$ cat src/rtl/sd_sector_buffer_if.sv
// Bundled controller-side and SD-front-end-side signals of sd_sector_buffer.
// master = controller plus SD front end (drives requests, bytes and flags); slave = the buffer.
interface sd_sector_buffer_if;
  // req is a one-cycle strobe that is taken only while busy=0; done/err are one-cycle
  // completion pulses that end busy. sd_valid/sd_rdone/sd_init come from the slow SD side
  // and are treated as levels whose rising (or, for sd_init, falling) edge carries meaning.
  logic        req;
  logic [31:0] lba;
  logic        busy;
  logic        done;
  logic        err;
  logic [7:0]  rd_addr;
  logic [15:0] rd_data;
  logic        sd_init;
  logic [31:0] sd_sec;
  logic        sd_read;
  logic        sd_rdone;
  logic [7:0]  sd_data;
  logic        sd_valid;

  modport master (
    output req, lba, rd_addr, sd_init, sd_rdone, sd_data, sd_valid,
    input  busy, done, err, rd_data, sd_sec, sd_read
  );

  modport slave (
    input  req, lba, rd_addr, sd_init, sd_rdone, sd_data, sd_valid,
    output busy, done, err, rd_data, sd_sec, sd_read
  );
endinterface

$ cat src/rtl/sd_sector_buffer.sv
// Single-sector read buffer between the emulated disk controller and the SD SPI front end.
// Optional read watchdog is enabled by defining SECBUF_TIMEOUT_EN.
module sd_sector_buffer #(
  parameter logic [31:0] BASE_LBA       = 32'd0,
  parameter logic [23:0] TIMEOUT_CYCLES = 24'd12_500_000
) (
  input  logic                clk_25MHz,
  input  logic                rst,
  sd_sector_buffer_if.slave   bus,
  output logic [1:0]          o_dbg_state
);

  typedef enum logic [1:0] {
    S_WAIT_INIT = 2'd0,
    S_IDLE      = 2'd1,
    S_ISSUE     = 2'd2,
    S_FILL      = 2'd3
  } state_t;

  state_t      r_state;
  logic        r_busy;
  logic        r_done;
  logic        r_err;
  logic        r_sd_read;
  logic [31:0] r_sd_sec;
  logic [15:0] r_rd_data;
  logic [9:0]  r_count;

  // Two-flop copies plus one extra stage for edge detection on the copies.
  logic        r_valid_s1, r_valid_s2, r_valid_s3;
  logic        r_rdone_s1, r_rdone_s2, r_rdone_s3;
  logic        r_init_s1,  r_init_s2,  r_init_s3;
  logic [7:0]  r_data_s1,  r_data_s2;

  logic [7:0]  r_mem_lo [0:255];
  logic [7:0]  r_mem_hi [0:255];

  logic        w_valid_rise;
  logic        w_rdone_rise;
  logic        w_init_fall;
  logic        w_in_flight;
  logic        w_we;
  logic [9:0]  w_count_nx;
  logic        w_tmo_hit;

  assign w_valid_rise = r_valid_s2 & ~r_valid_s3;
  assign w_rdone_rise = r_rdone_s2 & ~r_rdone_s3;
  assign w_init_fall  = ~r_init_s2 & r_init_s3;
  assign w_in_flight  = (r_state == S_ISSUE) || (r_state == S_FILL);

  // Bytes past 512 are dropped and the counter holds at 512.
  assign w_we = ~rst & w_valid_rise &
                ((r_state == S_ISSUE) || ((r_state == S_FILL) && (r_count != 10'd512)));
  assign w_count_nx = r_count + {9'd0, w_we};

`ifdef SECBUF_TIMEOUT_EN
  logic [23:0] r_tmo;
  assign w_tmo_hit = (r_tmo == (TIMEOUT_CYCLES - 24'd1)) & ~w_we;

  always_ff @(posedge clk_25MHz) begin
    if (rst) begin
      r_tmo <= 24'd0;
    end else if ((r_state == S_IDLE) || w_we) begin
      r_tmo <= 24'd0;
    end else if (w_in_flight) begin
      r_tmo <= r_tmo + 24'd1;
    end
  end
`else
  logic w_unused_tmo;
  assign w_unused_tmo = ^TIMEOUT_CYCLES;
  assign w_tmo_hit    = 1'b0;
`endif

  // Buffer array carries no reset; a same-cycle read sees the pre-write word.
  always_ff @(posedge clk_25MHz) begin
    if (w_we) begin
      if (r_count[0]) r_mem_hi[r_count[8:1]] <= r_data_s2;
      else            r_mem_lo[r_count[8:1]] <= r_data_s2;
    end
  end

  always_ff @(posedge clk_25MHz) begin
    if (rst) begin
      r_state    <= S_WAIT_INIT;
      r_busy     <= 1'b1;
      r_done     <= 1'b0;
      r_err      <= 1'b0;
      r_sd_read  <= 1'b0;
      r_sd_sec   <= 32'd0;
      r_rd_data  <= 16'd0;
      r_count    <= 10'd0;
      r_valid_s1 <= 1'b0; r_valid_s2 <= 1'b0; r_valid_s3 <= 1'b0;
      r_rdone_s1 <= 1'b0; r_rdone_s2 <= 1'b0; r_rdone_s3 <= 1'b0;
      r_init_s1  <= 1'b0; r_init_s2  <= 1'b0; r_init_s3  <= 1'b0;
      r_data_s1  <= 8'd0; r_data_s2  <= 8'd0;
    end else begin
      r_valid_s1 <= bus.sd_valid; r_valid_s2 <= r_valid_s1; r_valid_s3 <= r_valid_s2;
      r_rdone_s1 <= bus.sd_rdone; r_rdone_s2 <= r_rdone_s1; r_rdone_s3 <= r_rdone_s2;
      r_init_s1  <= bus.sd_init;  r_init_s2  <= r_init_s1;  r_init_s3  <= r_init_s2;
      r_data_s1  <= bus.sd_data;  r_data_s2  <= r_data_s1;
      r_rd_data  <= {r_mem_hi[bus.rd_addr], r_mem_lo[bus.rd_addr]};
      r_done     <= 1'b0;
      r_err      <= 1'b0;
      if (w_we) r_count <= w_count_nx;

      if (w_init_fall && (r_state != S_WAIT_INIT)) begin
        r_sd_read <= 1'b0;
        r_busy    <= 1'b1;
        r_err     <= w_in_flight;
        r_state   <= S_WAIT_INIT;
      end else begin
        case (r_state)
          S_WAIT_INIT: begin
            if (r_init_s2) begin
              r_busy  <= 1'b0;
              r_state <= S_IDLE;
            end
          end
          S_IDLE: begin
            if (bus.req) begin
              r_sd_sec  <= bus.lba + BASE_LBA;
              r_count   <= 10'd0;
              r_sd_read <= 1'b1;
              r_busy    <= 1'b1;
              r_state   <= S_ISSUE;
            end
          end
          S_ISSUE: begin
            // sd_read is held until data flows, in case the front end still runs on its slow init clock.
            if (w_valid_rise) begin
              r_sd_read <= 1'b0;
              r_state   <= S_FILL;
            end else if (w_tmo_hit) begin
              r_sd_read <= 1'b0;
              r_err     <= 1'b1;
              r_busy    <= 1'b0;
              r_state   <= S_IDLE;
            end
          end
          S_FILL: begin
            if (w_rdone_rise) begin
              r_done  <= (w_count_nx == 10'd512);
              r_err   <= (w_count_nx != 10'd512);
              r_busy  <= 1'b0;
              r_state <= S_IDLE;
            end else if (w_tmo_hit) begin
              r_sd_read <= 1'b0;
              r_err     <= 1'b1;
              r_busy    <= 1'b0;
              r_state   <= S_IDLE;
            end
          end
          default: r_state <= S_WAIT_INIT;
        endcase
      end
    end
  end

  assign bus.busy    = r_busy;
  assign bus.done    = r_done;
  assign bus.err     = r_err;
  assign bus.sd_read = r_sd_read;
  assign bus.sd_sec  = r_sd_sec;
  assign bus.rd_data = r_rd_data;
  assign o_dbg_state = r_state;

endmodule

$ cat src/flat_wrapper.sv
// flat-port wrapper written by rule: the top's interface ports become plain ports
module sd_sector_buffer_flat 
#(
  parameter logic [31:0] BASE_LBA       = 32'd0,
  parameter logic [23:0] TIMEOUT_CYCLES = 24'd12_500_000
)
  (clk_25MHz, rst, o_dbg_state, bus_req, bus_lba, bus_rd_addr, bus_sd_init, bus_sd_rdone, bus_sd_data, bus_sd_valid, bus_busy, bus_done, bus_err, bus_rd_data, bus_sd_sec, bus_sd_read);
  sd_sector_buffer_if bus_i ();
  input  logic clk_25MHz;
  input  logic rst;
  output logic [1:0] o_dbg_state;
  input wire logic [$bits(bus_i.req)-1:0] bus_req;
  input wire logic [$bits(bus_i.lba)-1:0] bus_lba;
  input wire logic [$bits(bus_i.rd_addr)-1:0] bus_rd_addr;
  input wire logic [$bits(bus_i.sd_init)-1:0] bus_sd_init;
  input wire logic [$bits(bus_i.sd_rdone)-1:0] bus_sd_rdone;
  input wire logic [$bits(bus_i.sd_data)-1:0] bus_sd_data;
  input wire logic [$bits(bus_i.sd_valid)-1:0] bus_sd_valid;
  output wire logic [$bits(bus_i.busy)-1:0] bus_busy;
  output wire logic [$bits(bus_i.done)-1:0] bus_done;
  output wire logic [$bits(bus_i.err)-1:0] bus_err;
  output wire logic [$bits(bus_i.rd_data)-1:0] bus_rd_data;
  output wire logic [$bits(bus_i.sd_sec)-1:0] bus_sd_sec;
  output wire logic [$bits(bus_i.sd_read)-1:0] bus_sd_read;
  assign bus_i.req = bus_req;
  assign bus_i.lba = bus_lba;
  assign bus_i.rd_addr = bus_rd_addr;
  assign bus_i.sd_init = bus_sd_init;
  assign bus_i.sd_rdone = bus_sd_rdone;
  assign bus_i.sd_data = bus_sd_data;
  assign bus_i.sd_valid = bus_sd_valid;
  assign bus_busy = bus_i.busy;
  assign bus_done = bus_i.done;
  assign bus_err = bus_i.err;
  assign bus_rd_data = bus_i.rd_data;
  assign bus_sd_sec = bus_i.sd_sec;
  assign bus_sd_read = bus_i.sd_read;
  sd_sector_buffer #(.BASE_LBA(BASE_LBA), .TIMEOUT_CYCLES(TIMEOUT_CYCLES)) u_core (.clk_25MHz(clk_25MHz), .rst(rst), .bus(bus_i), .o_dbg_state(o_dbg_state));
endmodule
$ cat config.mk
export PLATFORM = sky130hd
export DESIGN_NAME = sd_sector_buffer_flat
export DESIGN_NICKNAME = d
export VERILOG_FILES = /design/src/rtl/sd_sector_buffer_if.sv /design/src/rtl/sd_sector_buffer.sv /design/src/flat_wrapper.sv
export SDC_FILE = /design/constraint.sdc
export NUM_CORES = 2
export LEC_CHECK = 0
export ABC_CLOCK_PERIOD_IN_PS = 11300
export BUFFER_PORTS_ARGS = -buffer_cell sky130_fd_sc_hd__buf_2
export CAP_MARGIN = 10
export CORE_MARGIN = 5
export CORE_UTILIZATION = 46
export DETAILED_ROUTE_END_ITERATION = 7
export PLACE_DENSITY = 0.7
export REMOVE_ABC_BUFFERS = 1
export SYNTH_ARGS = -nofsm -noshare
export SYNTH_HDL_FRONTEND = slang
export SYNTH_SLANG_ARGS = --single-unit
$ cat constraint.sdc
create_clock -name clk_25MHz -period 11.3 [get_ports clk_25MHz]
set_clock_uncertainty 0.2 [all_clocks]
set_input_delay 2.26 -clock clk_25MHz [delete_from_list [all_inputs] [get_ports clk_25MHz]]
set_output_delay 2.26 -clock clk_25MHz [all_outputs]
set_load 0.01 [all_outputs]
# == Yosys cells after proc, flatten, opt, wreduce, memory -nomap -nowiden ==
# Memory sizes are Yosys's and may differ from the RTL's. A register that Yosys moved wholly into a read port is not among the register bits.
# Cells that the tools add are included.
# totals
reg_bits,73
ram_bits,4096
in_bits,54
out_inout_bits,54
wordCells,81
memories,2
# op_classes
n_addsub,1
eq_ne,10
mux,24
bitwise_logic,13
reduce_logical,13
# memory_table
memory,words,width,read_ports,rd_clocked_by_memory_dff,wr,line_no,rtl
u_core.r_mem_hi,256,8,1,1,1,sd_sector_buffer.sv:36,logic [7:0] r_mem_hi [0:255];
u_core.r_mem_lo,256,8,1,1,1,sd_sector_buffer.sv:35,logic [7:0] r_mem_lo [0:255];
# op_table
cell,n
$mux W10,4
$ne A10 B10 Y1 const B,2
$mux W1,13
$add A10 B1 Y10,1
$eq A10 B10 Y1 const B,1
$mux W2,4
$not A1 Y1,8
$pmux W2 S4,1
$reduce_and A4 Y1,2
$ne A2 B1 Y1 const B,3
$reduce_and A3 Y1,2
$and A1 B1 Y1,5
$eq A2 B2 Y1 const B,2
$reduce_bool A2 Y1,2
$reduce_or A4 Y1,1
$pmux W1 S3,1
$eq A2 B1 Y1 const B,1
$logic_and A1 B1 Y1,2
$logic_not A2 Y1,1
$logic_or A1 B1 Y1,2
$ne A2 B2 Y1 const B,1
$pmux W1 S2,1
$reduce_or A2 Y1,1

# == Logic depth before layout (Yosys ltp) ==
# depth
ltp_word,9
mapped_depth,14
mapped_depth_nobuf,13

# == Worst setup path after synthesis ==
# Ideal clock, no wire load.
# synth_path
kind,flip-flop to flip-flop
from,register u_core.r_data_s2[0]
to,"memory u_core.r_mem_hi[0][0], data pin"
setup_ps,1506
t_arrival_ps,6499
required_time_ps,9594
slack_ps,3096
stages_incl_launch_ff,1
n_path_buf,0
synth_period_minus_slack_ps,8204
path_cell_list,dfxtp_1
# synth_rtl
element,line_no,rtl
"start, declared",sd_sector_buffer.sv:33,"logic [7:0] r_data_s1, r_data_s2;"
"start signal, assigned",sd_sector_buffer.sv:101,r_data_s1 <= bus.sd_data; r_data_s2 <= r_data_s1;
"end, declared",sd_sector_buffer.sv:36,
# No word-level cell before the write port.

==> flow_metrics.tcl <==
set metrics [dict create \
    synth_top_family_by_area "multiplexers" \
    die_area_sq_um 366000 \
    vias_per_cell 6.25 \
    clk_pin_slew_ns 0.06 \
    synth-compound-area-share_pct 3.47 \
    synthMostInstantiatedCell "edfxtp_1" \
    syn_inst 7969 \
    vias 82400 \
    cellPowerDensity_nw_per_um2 176 \
    worstSetupPathType "in -> reg" \
    finalNonFillerCells 13200 \
    seq_area_sq_um 125000 \
    grt_pass1_wl_microns 596000 \
    avgSynthCellArea_sq_um 20.4 \
    start_util_pct 46.2 \
    grt.total_usage_pct 22.4 \
    timing.hold.ws_ns 0.236 \
    routed_wl_microns 416000 \
    antenna_found_initial 25 \
    min_period_ns 6.42 \
    cts_buffers 411 \
    end_kind "flip-flop" \
    yosys.area.top_type "edfxtp_1" \
    crit_family "buffers and inverters" \
    crit_buf_inv 4 \
    setup_ws_ns 4.88 \
    drc 0 \
    max_freq_mhz 156 \
    finalHoldViolCount 0 \
    drive_gt1_share_pct 20.8 \
    cellLeakagePower_nw 48.7 \
    clockBufferDepth 4 \
    timing.final.crit_share_pct 56.8 \
    cts-root-buf "clkbuf_16" \
    hpwl_microns 248000 \
    post_cts_buffers 0 \
    fp.dieW_microns 605 \
    netlist_top_cells_area "edfxtp_1 (76%), mux4_2 (11%), mux2i_1 (3.0%)" \
    grt_max_degree 192 \
    clk_latency_ns 1.02 \
    synthAdderAreaFrac_pct 0.0615 \
    ys_types 69 \
    hold_buffers 0 \
    worst_pin_slew_ns 1.34 \
    num_rows 218 \
    drtAntennaViolNets 0 \
    slew_viol_final 0 \
    ios 108 \
    drv_cap 0 \
    multi_input_area_sq_um 34900 \
    layout.nets 8178 \
    syn_to_final_growth_pct 11.2 \
    chipHeight_microns 605 \
    max_stage_delay_ns 0.82 \
    finalSetupViolCount 0 \
    synth_top_area_share_pct 75.6 \
    vdd_ir_drop_max_mv 0.146 \
    yosysSeqAreaShare_pct 76.7 \
    synth_xor_area_share_pct 0.0592 \
    timing.setup.tns_ns 0 \
    ys_top_cells_by_count "edfxtp_1 (4096), mux4_2 (829), nor2_1 (608)" \
    globalplace.congestion 0.862 \
    grt_pass1_vias 81900 \
    worst-path-max-fanout 78 \
    critical_path_required_ns 11.99 \
    ys_async_sr_fraction_pct 0 \
    h-tree-depth 5 \
    n_fill_cell 27200 \
    first_pass_iters 6 \
    numPortBuffers 107 \
    worst_ep_arrival_time_ns 7.11 \
    outcome "finished, final reports clean" \
    cts_sinks 4185 \
    ys_seq_elements 4185 \
    synth_area_sq_um 163000 \
    maxSlewHeadroom_pct 10.7 \
    core_sq_um 352000 \
    cts_resized 0 \
    rsz0062_at_grt "false" \
    hp-class "reg -> reg" \
    place_ws_ns 3.91 \
    yosys.area_share.simple_pct 2.87 \
    drt-wirelength-per-cell_microns 31.5 \
    cp_slowest_cell "buf_4" \
    synth_warnings 0 \
    synth_edf_count 4096 \
    start_kind "input pin" \
    first_iter_violations 11400 \
    synth_mux_area_share_pct 14.8 \
    cts_tree "yes" \
    dp_cells 12400 \
    grt_overflow_total 0 \
    crit_chain "buf_8 -> buf_12 -> buf_4 -> buf_4 -> mux4_2 -> mux2_2 -> o21ai_0 -> a211oi_1 -> o21ai_0 -> or4_1 -> o31ai_1" \
    ys.flop_type "edfxtp_1" \
]
## through the flow
| stage | instance area [sq um] | total power, mW | util, % |
|---|---|---|---|
| CTS | 181000 | 32.1 | 51.4 |
| global route | 181000 | 32.8 | 51.4 |
| finish | 181000 | 31.9 | 51.4 |
| floorplan | 159000 | 18.0 | - |
| detailed placement | 168000 | 18.6 | 47.5 |
| global placement | 167000 | 18.6 | 47.5 |
## registers in the layout, indices dropped and copies added (netlist names), 2 cells and up
register and count:
u_core.r_mem_hi 2048, u_core.r_mem_lo 2048, u_core.bus.sd_sec 32, u_core.bus.rd_data 16, u_core.r_count 10, u_core.r_data_s1 8, u_core.r_data_s2 8, u_core.o_dbg_state 2
## per-layer routing
| metal | track usage, % | wire length (microns) |
|---|---|---|
| met1 | 30.5 | 156000 |
| met2 | 34.9 | 196000 |
| met3 | 5.53 | 45400 |
| met4 | 8.66 | 17800 |
| met5 | 0 | 138 |
## area by class of cell
class                      count  share of cell area (%)
multi-input combinational   3264                    19.3
inverter                       8                  0.0207
clock buffer                 509                    6.05
antenna                        7                 0.00968
timing repair buffer         246                    1.06
clock inverter               245                    1.39
sequential                  4185                    68.9
tap                         4730                    3.27
## logic make-up after synthesis
family          Yosys count
flops                  4185
mux                    1350
simple gates           1068
compound gates          827
buf+inv                 520
xor+xnor                 11
fa+ha+maj                 8
## cell usage in the layout, fill, tap and decap left out, types with 45 or more instances in the layout
cell	n
dfxtp_1	81
clkinv_1	81
nor2b_1	49
o22ai_1	171
mux4_2	829
clkinv_2	66
o221ai_1	185
nand2_1	172
buf_4	118
buf_2	101
mux2i_1	487
edfxtp_1	4096
nor2_1	606
a211oi_1	45
a22oi_1	61
clkbuf_16	419
o21ai_0	90
nor3_1	46
a21oi_1	178
clkbuf_1	77
## path summary, 6_finish.rpt
path	end	from	cells after the start	slack [ns]
hold / removal	u_core.r_data_s2[5]$_SDFF_PP0_	u_core.r_data_s1[5]$_SDFF_PP0_	1	0.24
hold reg to reg	u_core.r_data_s2[5]$_SDFF_PP0_	u_core.r_data_s1[5]$_SDFF_PP0_	1	0.24
setup reg to reg	u_core.r_mem_lo[211][1]$_DFFE_PP_	u_core.r_count[8]$_SDFF_PP0_	7	5.27
setup / recovery	u_core.bus.rd_data[2]$_SDFF_PP0_	bus_rd_addr[1]	11	4.88
## where the power goes
group | internal, mW | total (mW) | switching [mW]
Combinational | 0.402 | 1.24 | 0.839
Sequential | 17.0 | 17.1 | 0.0586
Clock | 7.83 | 13.7 | 5.82
Total | 25.2 | 31.9 | 6.72
No activity file was read; power rests on OpenSTA's default activity.
